===== config.mk =====
export PLATFORM = sky130hd
export DESIGN_NAME = asi_poll_scheduler
export DESIGN_NICKNAME = d
export VERILOG_FILES = /design/src/rtl/asi_poll_scheduler.sv
export SDC_FILE = /design/constraint.sdc
export NUM_CORES = 1
export LEC_CHECK = 0
export ABC_CLOCK_PERIOD_IN_PS = 2600
export BUFFER_PORTS_ARGS = -buffer_cell sky130_fd_sc_hd__buf_2
export CAP_MARGIN = 20
export CELL_PAD_IN_SITES_DETAIL_PLACEMENT = 0
export CELL_PAD_IN_SITES_GLOBAL_PLACEMENT = 1
export CORE_MARGIN = 10
export CORE_UTILIZATION = 38
export CTS_CLUSTER_DIAMETER = 60
export DETAILED_ROUTE_END_ITERATION = 16
export GPL_TIMING_DRIVEN = 0
export PLACE_DENSITY_LB_ADDON = 0.1
export SYNTH_ARGS = -nofsm -noshare
export SYNTH_HDL_FRONTEND = slang
export SYNTH_SLANG_ARGS = --single-unit

===== constraint.sdc =====
create_clock -name clk_in -period 2.6 [get_ports clk_in]
set_input_delay 0.52 -clock clk_in [delete_from_list [all_inputs] [get_ports clk_in]]
set_output_delay 0.52 -clock clk_in [all_outputs]
set_load 0.05 [all_outputs]

===== src/rtl/asi_poll_scheduler.sv =====
// asi_poll_scheduler: AS-i master polling sequencer with response timeout, bounded retry and per-slave result pulses.
module asi_poll_scheduler #(
  parameter int NUM_SLAVES   = 31,
  parameter int RESP_TIMEOUT = 1200,
  parameter int GAP_CYCLES   = 216,
  parameter int MAX_RETRY    = 2
) (
  input  logic        clk_in,
  input  logic        rst,
  input  logic        enable,
  output logic        tx_req,
  output logic [13:0] tx_frame,
  input  logic        tx_done,
  output logic [4:0]  data_addr,
  input  logic [4:0]  data_in,
  input  logic        rx_done,
  input  logic [15:0] rx_code,
  output logic        res_valid,
  output logic [4:0]  res_addr,
  output logic [4:0]  res_data,
  output logic        res_missing,
  output logic        cycle_done,
  output logic        busy
);
  typedef enum logic [2:0] {IDLE, SEND, WAIT_TX, WAIT_RX, REPORT, GAP} state_t;
  localparam logic [4:0]  LAST_ADDR = 5'(NUM_SLAVES);
  localparam logic [12:0] TO_LAST   = 13'(RESP_TIMEOUT - 1);
  localparam logic [12:0] GAP_LAST  = 13'(GAP_CYCLES - 1);
  localparam logic [7:0]  RETRY_MAX = 8'(MAX_RETRY);
  state_t      state_q, state_d;
  logic [4:0]  addr_q, addr_d;
  logic [7:0]  retry_q, retry_d;
  logic [12:0] timer_q, timer_d;
  logic [13:0] frame_q, frame_d;
  logic        req_q, req_d;
  logic        rv_q, rv_d;
  logic        miss_q, miss_d;
  logic        cd_q, cd_d;
  logic [4:0]  raddr_q, raddr_d;
  logic [4:0]  rdata_q, rdata_d;
  logic        unused_rx;
  assign unused_rx = ^rx_code[15:5];
  always_comb begin
    state_d = state_q;
    addr_d  = addr_q;
    retry_d = retry_q;
    timer_d = (timer_q == 13'h1fff) ? timer_q : timer_q + 13'd1;
    frame_d = frame_q;
    req_d   = 1'b0;
    rv_d    = 1'b0;
    cd_d    = 1'b0;
    miss_d  = miss_q;
    raddr_d = raddr_q;
    rdata_d = rdata_q;
    case (state_q)
      IDLE: begin
        addr_d  = 5'd1;
        retry_d = 8'd0;
        timer_d = 13'd0;
        state_d = enable ? SEND : IDLE;
      end
      SEND: begin
        frame_d = {2'b00, addr_q, data_in, ^{addr_q, data_in}, 1'b1};
        req_d   = 1'b1;
        state_d = WAIT_TX;
      end
      WAIT_TX: begin
        if (tx_done) begin
          state_d = WAIT_RX;
          timer_d = 13'd0;
        end
      end
      WAIT_RX: begin
        // a response in the deadline cycle still counts as received
        if (rx_done || (timer_q >= TO_LAST && retry_q >= RETRY_MAX)) begin
          state_d = REPORT;
          rv_d    = 1'b1;
          cd_d    = addr_q == LAST_ADDR;
          raddr_d = addr_q;
          miss_d  = !rx_done;
          rdata_d = rx_done ? rx_code[4:0] : 5'd0;
        end else if (timer_q >= TO_LAST) begin
          retry_d = retry_q + 8'd1;
          state_d = GAP;
          timer_d = 13'd1;
        end
      end
      REPORT: begin
        retry_d = 8'd0;
        addr_d  = (addr_q == LAST_ADDR) ? 5'd1 : addr_q + 5'd1;
        state_d = GAP;
        timer_d = 13'd1;
      end
      GAP: begin
        // the REPORT/timeout cycle counts as the first idle cycle of the gap
        if (timer_q >= GAP_LAST) state_d = enable ? SEND : IDLE;
      end
      default: state_d = IDLE;
    endcase
  end
  always_ff @(posedge clk_in or negedge rst) begin
    if (!rst) begin
      state_q <= IDLE;
      addr_q  <= 5'd1;
      retry_q <= 8'd0;
      timer_q <= 13'd0;
      frame_q <= 14'h0001;
      req_q   <= 1'b0;
      rv_q    <= 1'b0;
      miss_q  <= 1'b0;
      cd_q    <= 1'b0;
      raddr_q <= 5'd0;
      rdata_q <= 5'd0;
    end else begin
      state_q <= state_d;
      addr_q  <= addr_d;
      retry_q <= retry_d;
      timer_q <= timer_d;
      frame_q <= frame_d;
      req_q   <= req_d;
      rv_q    <= rv_d;
      miss_q  <= miss_d;
      cd_q    <= cd_d;
      raddr_q <= raddr_d;
      rdata_q <= rdata_d;
    end
  end
  assign tx_req      = req_q;
  assign tx_frame    = frame_q;
  assign data_addr   = addr_q;
  assign res_valid   = rv_q;
  assign res_addr    = raddr_q;
  assign res_data    = rdata_q;
  assign res_missing = miss_q;
  assign cycle_done  = cd_q;
  assign busy        = state_q != IDLE;
endmodule


==> flow_summary.ini <==
[run_status]
status = complete, no violations

[worst_setup_path]
path_buf_inv = 4
critPathLaunchType = register
crit_path_cell_trace = buf_6, or4_4, or4_4, buf_8, a2111oi_4, buf_4, buf_6, nor3_1
worst_path_dominant_cell_family = simple AND/OR/NAND/NOR gates
cp_max_fo = 8
worstPathRequired_ns = 2.78
cp.arrival_ns = 2.70
cp-end-kind = register
crit_type = reg2reg
crit_slowest_cell = or4_4
max_stage_delay_ns = 0.52

[yosys]
synth.avg_cell_area_um2 = 9.89
synth_edf_count = 0
synth-main-ff-cell = dfrtp_1
syn_inst = 295
synth_most_common_cell = dfrtp_1
yosysUniqueCellTypes = 51
synth.top_cell.area_share_pct = 45.5
yosysTopAreaCell = dfrtp_1
yosys-top-cells-area = dfrtp_1 45%, mux2_2 4.2%, nand2_1 3.9%
synthTopCellsByCount = 53 x dfrtp_1, 30 x nand2_1, 20 x clkbuf_1, 19 x nand3_1, 16 x o21ai_0
syn-cell-area_um2 = 2920
ys_ff_latch = 54
async_flop_share_pct = 100
yosys_warnings = 0
ys_seq_area_share_pct = 46.4

[clock_tree]
numCtsBuffers = 5
clk_latency_ns = 0.31
h-tree-depth = 2
path_clk_slew_ns = 0.10
clockRootBuffer = clkbuf_8
clock_sinks = 54
cts_buffer_depth = 2
cts_tree = built

[layout]
layout-drive-gt1-share_pct = 24.1
final_nets = 388
finalInstanceArea_um2 = 3480
final_util_pct = 47.2
areaGrowthSynthToFinish_pct = 19.2
seq_area_um2 = 1350
fill_cells = 756
multiInputGateArea_um2 = 1430
n_antenna_cell = 0

[die]
core_area_um2 = 7370
die_y_um = 108
ios = 60
die_w_um = 108
dieArea_um2 = 11600
start_util_pct = 39.6
num_rows = 31

[route]
top_layer = met4
wire_per_inst_um = 16.4
avgViaCountPerCell = 5.38
met1_length_um = 3640
dr.pass1.iters = 4
dr.first_iter.drc_count = 102
drc = 0
num_vias = 2453
dr_wl_met3_um = 391
wl_met2_um = 3420
postRouteAntennaNets = 0
wl_um = 7490

[global_routing]
grtUsageTotal_pct = 12.8
grt_max_degree = 36
grt_pass1_wl_um = 12200
antenna_found_initial = 0
globalRoute.totalOverflow = 0
grt_pass1_vias = 2396

[power]
power_density_nw_per_um2 = 438
leakage_nw = 1.61
total_power_mw = 1.52
peakVddDrop_uv = 187

[sta]
relSlewSlack_pct = 52.5
skew_ns = 0.0107
hold_viol_final = 0
period_share_pct = 97.1
finalCriticalPeriod_ns = 2.52
finalSetupViolations = 0
clock.fmax_ghz = 0.396
holdWs_ns = 0.152
rsz0062_at_grt = false
worst_pin_slew_ns = 0.707
slew_viol_final = 0

[placed_design]
portBuffers = 45
dpl.hpwl_um = 5490
place_area_um2 = 3300
place_congestion = 0.804

[min_path]
hp-class = in2async

[flow_run]
maxCapViolCount = 0
## metrics by stage
stage | setup TNS [ns] | std cells | setup WS, ns
final | 0 | 456 | 0.0752
after global routing | 0 | 456 | 0.00137
after CTS | 0 | 451 | 0.0108
after detailed placement | -0.167 | 443 | -0.0247
after global placement | -0.655 | 440 | -0.115
after floorplan | 0 | 296 | 0.135
## routing by layer
layer | GRT usage [%] | vias to the layer above
met3 | 4.01 | 5
met2 | 19.8 | 48
li1 | - | 1208
met5 | 0 | -
met4 | 2.29 | 0
met1 | 17.3 | 1192
## cell usage in the layout (no fill, tap or decap), types with 7 or more instances in the layout
| cell type | Yosys | final |
|---|---|---|
| mux2_2 | 11 | 11 |
| nand2_1 | 30 | 30 |
| buf_2 | 1 | 48 |
| o21ai_0 | 16 | 16 |
| nor3_1 | 10 | 10 |
| nand3_1 | 19 | 19 |
| clkbuf_1 | 20 | 19 |
| dfrtp_1 | 53 | 53 |
| a21oi_1 | 8 | 8 |
| buf_4 | 3 | 8 |
| and2_1 | 7 | 7 |
| and3_1 | 7 | 7 |
## power breakdown
| part | internal, mW | leakage [nW] | switching (mW) |
|---|---|---|---|
| Sequential | 0.840 | 0.655 | 0.000298 |
| Combinational | 0.0303 | 0.896 | 0.0508 |
| Clock | 0.317 | 0.0618 | 0.284 |
## cells by family (layout without fill, tap and decap cells)
logic type               Yosys count  in the layout  synth area share [%]
multiplexers                      14             14                  5.27
buffers and inverters             31             92                  4.93
other                              2              3                 0.257
AO/OA/AOI/OAI                     65             65                  15.9
XOR/XNOR                          11             11                  3.77
AND/OR/NAND/NOR                  112            112                  20.9
adder cells (fa/ha/maj)            6              6                  2.57
flip-flops                        54             54                  46.4
## worst register-to-register path, stage by stage, from the launching register on
cell,delay [ns]
dfrtp_1,0.38
buf_6,0.13
or4_4,0.52
or4_4,0.51
buf_8,0.14
a2111oi_4,0.37
buf_4,0.19
buf_6,0.11
nor3_1,0.05
## worst paths after layout
| kind | start | end | slack [ns] | cells past startpoint |
|---|---|---|---|---|
| worst max-delay path | timer_q[12] | timer_q[10] | 0.08 | 8 |
| worst min-delay path | rst | res_valid | 0.15 | 1 |
| worst max register to register | timer_q[12] | timer_q[10] | 0.08 | 8 |
| worst min register to register | retry_q[2] | retry_q[2] | 0.49 | 2 |
| max in group asynchronous | rst | data_addr[0] | 1.84 | 2 |
| min in group clk_in | rx_code[3] | res_data[3] | 0.43 | 3 |
## sequential cells by signal, summed over array words and instances (netlist names)
| register | cells |
|---|---|
| tx_req | 1 |
| tx_frame | 11 |
| res_data | 5 |
| res_missing | 1 |
| state_q | 3 |
| cycle_done | 1 |
| res_addr | 5 |
| retry_q | 8 |
| timer_q | 13 |
| data_addr | 5 |
| res_valid | 1 |
## repair_timing
action,CTS,global route
hold buffers,0,0
pin swaps,1,3
resized for setup,0,6
buffers inserted,0,5
setup endpoints to repair,10,21
gates cloned,0,1
## area by class of cell
class,count,area share [%]
buffer,26,3.89
clock buffer,6,2.37
clock inverter,2,1.12
inverter,4,0.432
multi-input combinational,211,41.2
sequential,54,38.9
tap,99,3.56
timing repair buffer,54,8.56
No activity file was read; power rests on OpenSTA's default activity.
